## src/rtl/float_pkg.sv

```systemverilog
// Shared definitions for the inverse-square-root float stages: constants, FSM
// state encoding and IEEE-754 single field-extract helpers.
package float_pkg;

    localparam logic [7:0]  BIAS              = 8'd127;
    localparam logic [31:0] THREE_HALVES_Q131 = 32'hC000_0000;

    localparam logic [2:0] S_IDLE   = 3'd0;
    localparam logic [2:0] S_ALIGN  = 3'd1;
    localparam logic [2:0] S_SUB    = 3'd2;
    localparam logic [2:0] S_NORM   = 3'd3;
    localparam logic [2:0] S_MUL    = 3'd4;
    localparam logic [2:0] S_OVF    = 3'd5;
    localparam logic [2:0] S_ROUND  = 3'd6;
    localparam logic [2:0] S_FINISH = 3'd7;

    function automatic logic f_sign(input logic [31:0] f);
        return f[31];
    endfunction

    function automatic logic [7:0] f_exp(input logic [31:0] f);
        return f[30:23];
    endfunction

    function automatic logic [22:0] f_mant(input logic [31:0] f);
        return f[22:0];
    endfunction

endpackage

```

## src/rtl/float_nr_step_lzc32.sv

```systemverilog
// Combinational 32-bit leading-zero counter; an all-zero input reports 32.
module lzc32 (
    input  logic [31:0] value,
    output logic [5:0]  count
);

    // Scanning upward lets the most significant set bit win.
    always_comb begin
        count = 6'd32;
        for (int i = 0; i < 32; i++) begin
            if (value[i]) count = 6'(31 - i);
        end
    end

endmodule

```

## src/rtl/float_nr_step.sv

```systemverilog
// Newton-Raphson update y' = y * (1.5 - 0.5 * p) for the inverse-square-root
// datapath, as a fixed 7-cycle FSM with a start/ready handshake.
module float_nr_step
    import float_pkg::*;
(
    input  logic        clk,
    input  logic        rst,
    input  logic        start,
    input  logic [31:0] float_in_y,
    input  logic [31:0] float_in_p,
    output logic [31:0] float_out,
    output logic        ready,
    output logic        busy
);

    logic [2:0]  state_q, state_d;
    logic [7:0]  e_y_q, e_y_d, e_p_q, e_p_d;
    logic [22:0] m_y_q, m_y_d, m_p_q, m_p_d;
    logic        zero_q, zero_d;
    logic [31:0] h_fx_q, h_fx_d, t_q, t_d;
    logic [23:0] t_n_q, t_n_d;
    logic [9:0]  e_q, e_d;
    logic [25:0] prod_q, prod_d;
    logic [22:0] mant_q, mant_d;
    logic [31:0] float_out_q, float_out_d;
    logic        ready_q, ready_d;

    logic [5:0]  lz;
    logic [31:0] t_shift;
    logic [7:0]  shamt;
    logic [47:0] mul_full;
    logic [23:0] m_sum;
    logic        unused_bits;

    lzc32 u_lzc (
        .value (t_q),
        .count (lz)
    );

    // prod_q keeps product bits [47:22]: overflow bit, hidden bit, mantissa, guard.
    assign t_shift  = t_q << lz;
    assign shamt    = (BIAS + 8'd1) - e_p_q;
    assign mul_full = {24'd0, 1'b1, m_y_q} * {24'd0, t_n_q};
    assign m_sum    = {1'b0, prod_q[23:1]} + {23'd0, prod_q[0]};

    assign unused_bits = ^{f_sign(float_in_y), f_sign(float_in_p), mul_full[21:0], t_shift[7:0]};

    always_comb begin
        state_d     = state_q;
        e_y_d       = e_y_q;
        e_p_d       = e_p_q;
        m_y_d       = m_y_q;
        m_p_d       = m_p_q;
        zero_d      = zero_q;
        h_fx_d      = h_fx_q;
        t_d         = t_q;
        t_n_d       = t_n_q;
        e_d         = e_q;
        prod_d      = prod_q;
        mant_d      = mant_q;
        float_out_d = float_out_q;
        ready_d     = 1'b0;
        case (state_q)
            S_IDLE: begin
                if (start) begin
                    e_y_d   = f_exp(float_in_y);
                    m_y_d   = f_mant(float_in_y);
                    e_p_d   = f_exp(float_in_p);
                    m_p_d   = f_mant(float_in_p);
                    zero_d  = 1'b0;
                    state_d = S_ALIGN;
                end
            end
            S_ALIGN: begin
                // h = p/2 reaches 1.5 once its exponent is positive or its top mantissa bit is set.
                zero_d = (e_p_q > BIAS + 8'd1) || ((e_p_q == BIAS + 8'd1) && m_p_q[22]);
                if (e_p_q == 8'd0)             h_fx_d = 32'd0;
                else if (e_p_q >= BIAS + 8'd1) h_fx_d = {1'b1, m_p_q, 8'd0};
                else if (shamt >= 8'd32)       h_fx_d = 32'd0;
                else                           h_fx_d = {1'b1, m_p_q, 8'd0} >> shamt[4:0];
                state_d = S_SUB;
            end
            S_SUB: begin
                t_d = THREE_HALVES_Q131 - h_fx_q;
                if (t_d == 32'd0) zero_d = 1'b1;
                state_d = S_NORM;
            end
            S_NORM: begin
                t_n_d   = t_shift[31:8];
                e_d     = {2'b00, e_y_q} - {4'b0000, lz};
                state_d = S_MUL;
            end
            S_MUL: begin
                prod_d  = mul_full[47:22];
                state_d = S_OVF;
            end
            S_OVF: begin
                if (prod_q[25]) begin
                    prod_d = {1'b0, prod_q[25:1]};
                    e_d    = e_q + 10'd1;
                end
                state_d = S_ROUND;
            end
            S_ROUND: begin
                mant_d = m_sum[23] ? 23'd0 : m_sum[22:0];
                if (m_sum[23]) e_d = e_q + 10'd1;
                state_d = S_FINISH;
            end
            S_FINISH: begin
                if (zero_q || (e_y_q == 8'd0) || ($signed(e_q) <= 10'sd0))
                    float_out_d = 32'h0000_0000;
                else if ($signed(e_q) >= 10'sd255)
                    float_out_d = 32'h7F80_0000;
                else
                    float_out_d = {1'b0, e_q[7:0], mant_q};
                ready_d = 1'b1;
                state_d = S_IDLE;
            end
            default: state_d = S_IDLE;
        endcase
    end

    always_ff @(posedge clk) begin
        if (rst) begin
            state_q     <= S_IDLE;
            e_y_q       <= '0;
            e_p_q       <= '0;
            m_y_q       <= '0;
            m_p_q       <= '0;
            zero_q      <= 1'b0;
            h_fx_q      <= '0;
            t_q         <= '0;
            t_n_q       <= '0;
            e_q         <= '0;
            prod_q      <= '0;
            mant_q      <= '0;
            float_out_q <= '0;
            ready_q     <= 1'b0;
        end else begin
            state_q     <= state_d;
            e_y_q       <= e_y_d;
            e_p_q       <= e_p_d;
            m_y_q       <= m_y_d;
            m_p_q       <= m_p_d;
            zero_q      <= zero_d;
            h_fx_q      <= h_fx_d;
            t_q         <= t_d;
            t_n_q       <= t_n_d;
            e_q         <= e_d;
            prod_q      <= prod_d;
            mant_q      <= mant_d;
            float_out_q <= float_out_d;
            ready_q     <= ready_d;
        end
    end

    assign float_out = float_out_q;
    assign ready     = ready_q;
    assign busy      = (state_q != S_IDLE);

endmodule
```

## config.mk

```make
export PLATFORM = sky130hd
export DESIGN_NAME = float_nr_step
export DESIGN_NICKNAME = d
export VERILOG_FILES = /design/src/rtl/float_pkg.sv /design/src/rtl/float_nr_step_lzc32.sv /design/src/rtl/float_nr_step.sv
export SDC_FILE = /design/constraint.sdc
export NUM_CORES = 2
export LEC_CHECK = 0
export ABC_AREA = 1
export BUFFER_PORTS_ARGS = -buffer_cell sky130_fd_sc_hd__buf_2
export CAP_MARGIN = 20
export CORE_UTILIZATION = 25
export DETAILED_ROUTE_END_ITERATION = 6
export GPL_TIMING_DRIVEN = 0
export PLACE_DENSITY = 0.46
export RECOVER_POWER = 100
export SLEW_MARGIN = 20
export SYNTH_ARGS = -nofsm -noshare
export SYNTH_HDL_FRONTEND = slang
export SYNTH_HIERARCHICAL = 1
export SYNTH_SLANG_ARGS = --single-unit
```

## constraint.sdc

```tcl
create_clock -name clk -period 17.6 [get_ports clk]
set_clock_uncertainty 0.15 [all_clocks]
set_input_delay 2.64 -clock clk [delete_from_list [all_inputs] [get_ports clk]]
set_output_delay 2.64 -clock clk [all_outputs]
set_load 0.005 [all_outputs]
```

Word level (Yosys, flattened, before mapping)
Cells that the tools add are included.
{"block": "word_totals", "inputBits": 67, "reg_bits": 246, "elab_cells": 105, "out_inout_bits": 34}
{"block": "op_classes", "n_lt_le_gt_ge": 5, "n_reduce_logical": 16, "n_mul": 1, "n_eq_ne": 12, "shift": 2, "add_sub_neg": 5, "muxes": 49}
{"cell": "two-way mux 6 bit", "count": 32}
{"cell": "two-way mux 32 bit", "count": 3}
{"cell": "two-way mux 31 bit", "count": 2}
{"cell": "one-hot mux 26 bit (2 select lines)", "count": 1}
{"cell": "multiplier 24 x 24 -> 48 bit", "count": 1}
{"cell": "logical NOT 32 bit", "count": 1}
{"cell": "<< shifter 32 x 6 -> 32 bit", "count": 1}
{"cell": ">> shifter 32 x 5 -> 32 bit", "count": 1}
{"cell": "subtractor 32 bit (first input constant)", "count": 1}
{"cell": "one-hot mux 10 bit (3 select lines)", "count": 1}
{"cell": "two-way mux 25 bit", "count": 1}
{"cell": "adder 23 x 1 -> 24 bit", "count": 1}
{"cell": "one-hot mux 3 bit (8 select lines)", "count": 1}
{"cell": "two-way mux 23 bit", "count": 1}
{"cell": "two-way mux 10 bit", "count": 2}
{"cell": "logical NOT 8 bit", "count": 2}
{"cell": "equality test 3 bit (second input constant)", "count": 4}
{"cell": "adder 10 x 1 -> 10 bit (second input constant)", "count": 1}
{"cell": ">= comparator 10 x 9 -> 1 bit (second input constant)", "count": 1}
{"cell": "less-or-equal comparator 10 x 1 -> 1 bit (second input constant)", "count": 1}
{"cell": "nonzero test 3 bit", "count": 3}
{"cell": "subtractor 8 x 6 -> 9 bit", "count": 1}
{"cell": "equality test 8 bit (second input constant)", "count": 1}
{"cell": ">= comparator 8 x 6 -> 1 bit (second input constant)", "count": 1}
{"cell": "15 further kinds", "count": 25}

Longest topological paths before layout
{"block": "depth", "word_depth": 34, "depth_mapped": 45, "depth_no_buf": 44}

Modules after synthesis
The synthesis kept the hierarchy.
{"mod": "float_nr_step", "area_per_inst_um2": 33678.6, "seq_area_each_um2": 4904.7, "n_inst": 1, "cells_per_inst": 4816}
{"mod": "lzc32", "area_per_inst_um2": 449.2, "seq_area_each_um2": 0.0, "n_inst": 1, "cells_per_inst": 110}

Least setup slack after synthesis
Ideal clock, no wire load.
{"block": "synth_path", "path_type": "register to register", "from": "register m_y_q[13]", "to": "register prod_q[7]", "stages_incl_launch_ff": 30, "setup_time_ps": 132, "t_required_ps": 17318, "path_buffers": 2, "setup_slack_ps": 11281, "arrival_ps": 6037, "period_less_slack_ps": 6319, "path_cell_list": "dfxtp_1 -> clkbuf_1 -> clkbuf_1 -> nand2_1 -> fa_1 -> inv_1 -> fa_1 -> inv_1 -> fa_1 -> inv_1 -> fa_1 -> inv_1 -> fa_1 -> inv_1 -> fa_1 -> inv_1 -> fa_1 -> inv_1 -> ha_1 -> nand2_1 -> nor2_1 -> inv_1 -> nor3_1 -> nand3_1 -> inv_1 -> nand2_1 -> nand2_1 -> xor2_1 -> o21ai_0 -> a21oi_1"}
{"block": "synth_between", "elab_chain_len": 2}
{"item": "start: declaration", "line_no": "float_nr_step.sv:18", "text": "logic [22:0] m_y_q, m_y_d, m_p_q, m_p_d;"}
{"item": "start signal: assignment", "line_no": "float_nr_step.sv:143", "text": "m_y_q <= m_y_d;"}
{"item": "multiplier 24 x 24 -> 48 bit", "line_no": "float_nr_step.sv:43", "text": "assign mul_full = {24'd0, 1'b1, m_y_q} * {24'd0, t_n_q};"}
{"item": "one-hot mux 26 bit (2 select lines)", "line_no": "float_nr_step.sv:63", "text": "case (state_q)"}
{"item": "end signal: assignment", "line_no": "float_nr_step.sv:150", "text": "prod_q <= prod_d;"}
{"item": "end: declaration", "line_no": "float_nr_step.sv:23", "text": "logic [25:0] prod_q, prod_d;"}
Every way passes these cells.
A chain may end at the register's enable or synchronous reset.

Worst setup path after layout
{"block": "layout_path", "from": "register m_y_q[14]", "to": "register prod_q[7]"}
The elaborated chain is that of the path after synthesis.

==> flow_metrics.py <==
metrics = {
    "logic_synthesis": {
        "synth_seq_cells": 245,
        "seq_area_frac_synth": 0.1437,
        "yosys.area_share.xor_xnor": 0.009752,
        "synth_top_area_frac": 0.2827,
        "synth.avg_cell_area_um2": 6.928,
        "synth-simple-area-share": 0.2142,
        "async_flop_share": 0,
        "synth_compound_area_frac": 0.1162,
        "synth_edf_count": 0,
        "yosysTopAreaCell": "fa_1",
        "synth_ff_type": "dfxtp_1",
        "yosys-top-cells-area": "fa_1 28%, dfxtp_1 14%, nand2_1 14%, inv_1 13%, ha_1 6.7%",
        "synth.cell_area_um2": 34130,
        "yosysWarnings": 6,
        "synth_mux_area_frac": 0.009092,
        "synth_top_family_by_area": "adder cells",
        "synth_common_cells": "1,283 x nand2_1, 1,144 x inv_1, 482 x fa_1, 305 x a21oi_1, 303 x o21ai_0",
        "syn_inst": 4926,
        "synth_fa_ha_area_frac": 0.3498,
        "ys_types": 54,
        "yosysMostFrequentCell": "nand2_1",
        "syn-num-nets": 5658,
    },
    "power": {
        "leakage_nw": 19.42,
        "p_sw_mw": 1.236,
        "seqPwrFrac": 0.242,
        "p_int_mw": 1.366,
        "power.total_mw": 2.602,
        "swShare": 0.4751,
        "power_density_nw_per_um2": 68.56,
        "p_comb_frac": 0.480,
        "ir_worst_vdd_v": 0.00007057,
        "clkPwrFrac": 0.278,
    },
    "timing": {
        "period_needed_ns": 8.222,
        "finalSetupViolations": 0,
        "worst_slew_pin_slew_ns": 1.142,
        "period_share": 0.4671,
        "finalMaxSlewViolations": 0,
        "relSlewSlack": 0.2386,
        "rsz0062_at_grt": "false",
        "fmax_mhz": 121.6,
        "tns_ns": 0,
        "layout_setup_ws_ns": 9.378,
        "hold_viol": 0,
    },
    "clocking": {
        "root_buffer": "clkbuf_16",
        "clockBufferDepth": 3,
        "clk_pin_slew_worst_paths_ns": 0.06,
        "ctsHoldBuffers": 0,
        "cts_setup_buffers": 0,
        "clk_latency_ns": 0.59,
        "cts_resized": 0,
        "cts_made_buffers": 34,
        "clock_sinks": 245,
        "cts_tree": "done",
        "h-tree-depth": 2,
    },
    "worst_hold_path": {
        "hold_path_depth": 2,
        "min_to": "float_out[13]",
        "min_from": "float_out[13]",
        "hold_class": "flop to flop",
    },
    "global_routing": {
        "use_met1": 0.2575,
        "grt_max_degree": 14,
        "grt_util_met3": 0.02657,
        "grt_busiest_layer": "met2",
        "first_global_vias": 31650,
        "grt_overflow": 0,
        "grtUsageMet2": 0.3212,
        "grt_usage": 0.1924,
        "grt_pass1_wl_um": 199400,
        "antenna_found_initial": 3,
    },
    "detailed_routing": {
        "first_pass_iters": 5,
        "route.detailed.wl_per_inst_um": 19.14,
        "finalWirelength_um": 131400,
        "vias_per_cell": 4.518,
        "drcViolationCount": 0,
        "drt_iter0_drc": 2137,
        "ant_nets": 0,
        "num_vias": 31020,
    },
    "setup_path": {
        "crit_buf_inv": 11,
        "arrival_ns": 8.58,
        "worstPathMaxFanout": 10,
        "worst_setup_path_start_kind": "flop",
        "cpPeakStageDelay_ns": 0.86,
        "r2r_cells": 29,
        "cp_slowest_cell": "clkbuf_1",
        "crit_type": "flop to flop",
        "crit_top_cell": "inv_1",
        "regToRegEndpoint": "prod_q[7]",
        "rrSetupSlack_ns": 9.38,
        "crit_path_start": "m_y_q[14]",
        "cp.required_ns": 17.96,
        "r2r-start": "m_y_q[14]",
        "end_kind": "flop",
        "crit_family": "adder cells",
    },
    "die": {
        "die_h_um": 371.5,
        "die_w_um": 371.5,
        "core_um2": 135500,
        "row_count": 135,
        "ioPinCount": 101,
        "start_util": 0.2519,
        "die_area_um2": 138000,
    },
    "placed_design": {
        "pre_cts_ws_ns": 9.523,
        "dp_hpwl_um": 109700,
        "place.port_buffers": 96,
        "gp_congestion": 0.9234,
    },
    "run": {
        "maxCapViolCount": 0,
    },
    "final_layout": {
        "finish.utilization": 0.2802,
        "drive_above_1_share": 0.04229,
        "antenna_cells": 0,
        "nets": 5791,
        "area_growth_pct": 11.22,
    },
    "status": {
        "run_status": "finished, final reports clean",
    },
}
worst max path at each step:
stage | end | slack, ns | cells past startpoint
4_1_cts | prod_q[21] | 9.48 | 25
2_1_floorplan | prod_q[7] | 11.28 | 29
5_1_grt | prod_q[7] | 8.92 | 29
3_5_place_dp | prod_q[21] | 9.52 | 25
6_report | prod_q[7] | 9.38 | 29
3_3_place_gp | prod_q[7] | 9.47 | 29
cell families after synthesis:
logic type / Yosys count
AOI/OAI and AO/OA: 733
xor gates and xnor gates: 38
adders and majority gates: 665
buffers and inverters: 1411
DFF: 245
muxes: 31
other: 1
and+or+nand+nor: 1802
through the flow:
step	area (um2)	hold slack, ns	instances
5_1_grt	37960	0.3279	6865
2_1_floorplan	34130	0.2797	4926
4_1_cts	38000	0.3122	6865
6_report	37960	0.3129	6865
3_3_place_gp	36840	0.3013	6803
3_5_place_dp	36850	0.3033	6804
worst min-delay path, stage by stage, from the launching register on:
cell	delay, ns
dfxtp_1	0.30
nand2_1	0.06
a21oi_1	0.05
power by group through the flow:
| stage | Clock [mW] | Combinational [mW] | Sequential (mW) |
|---|---|---|---|
| 2_1_floorplan | 0 | 0.806 | 0.624 |
| 3_3_place_gp | 0 | 1.25 | 0.642 |
| 3_5_place_dp | 0 | 1.24 | 0.642 |
| 4_1_cts | 0.746 | 1.25 | 0.631 |
| 5_1_grt | 0.763 | 1.39 | 0.635 |
| 6_report | 0.723 | 1.25 | 0.631 |
final cells by class:
class,count,area [um2]
clock inverter,20,235.2
timing repair buffer,97,450.4
tap,1781,2228
inverter,1162,4362
fill,15280,97510
buffer,249,994.7
multi-input combinational,3270,23860
sequential,245,4905
clock buffer,41,917.1
metal layers:
metal  wire [um]  vias to the layer above  share of wire
met2       60580                      883           0.46
met5          13                        -       0.000099
met1       59410                    14930           0.45
met3        7511                      161          0.057
li1            -                    15040              -
met4        3898                        2          0.030
sequential cells by signal, summed over array words and instances (netlist names), 10 cells and up:
register	cells
e_q	10
float_out	31
h_fx_q	32
m_p_q	23
m_y_q	23
mant_q	23
prod_q	26
t_n_q	24
t_q	32
cells in the final DEF (no fill, tap or decap), types with 7 or more instances in the layout:
| cell type | instances |
|---|---|
| buf_1 | 9 |
| o21ai_0 | 305 |
| nand3_1 | 170 |
| nor2_2 | 7 |
| a21oi_1 | 306 |
| o21ai_1 | 18 |
| nor2_1 | 245 |
| o211ai_1 | 27 |
| mux2i_1 | 31 |
| or2_2 | 8 |
| xor2_1 | 31 |
| ha_1 | 183 |
| inv_1 | 1145 |
| nor4_1 | 10 |
| o21a_1 | 10 |
| nand4_1 | 23 |
| o21bai_1 | 16 |
| buf_2 | 93 |
| nand2_2 | 7 |
| clkbuf_1 | 241 |
| o22ai_1 | 7 |
| nor3_1 | 25 |
| fa_1 | 482 |
| inv_2 | 13 |
| dfxtp_1 | 245 |
| xnor2_1 | 7 |
| clkbuf_16 | 34 |
| nand2_1 | 1283 |
Power figures use the tool's default switching activity.
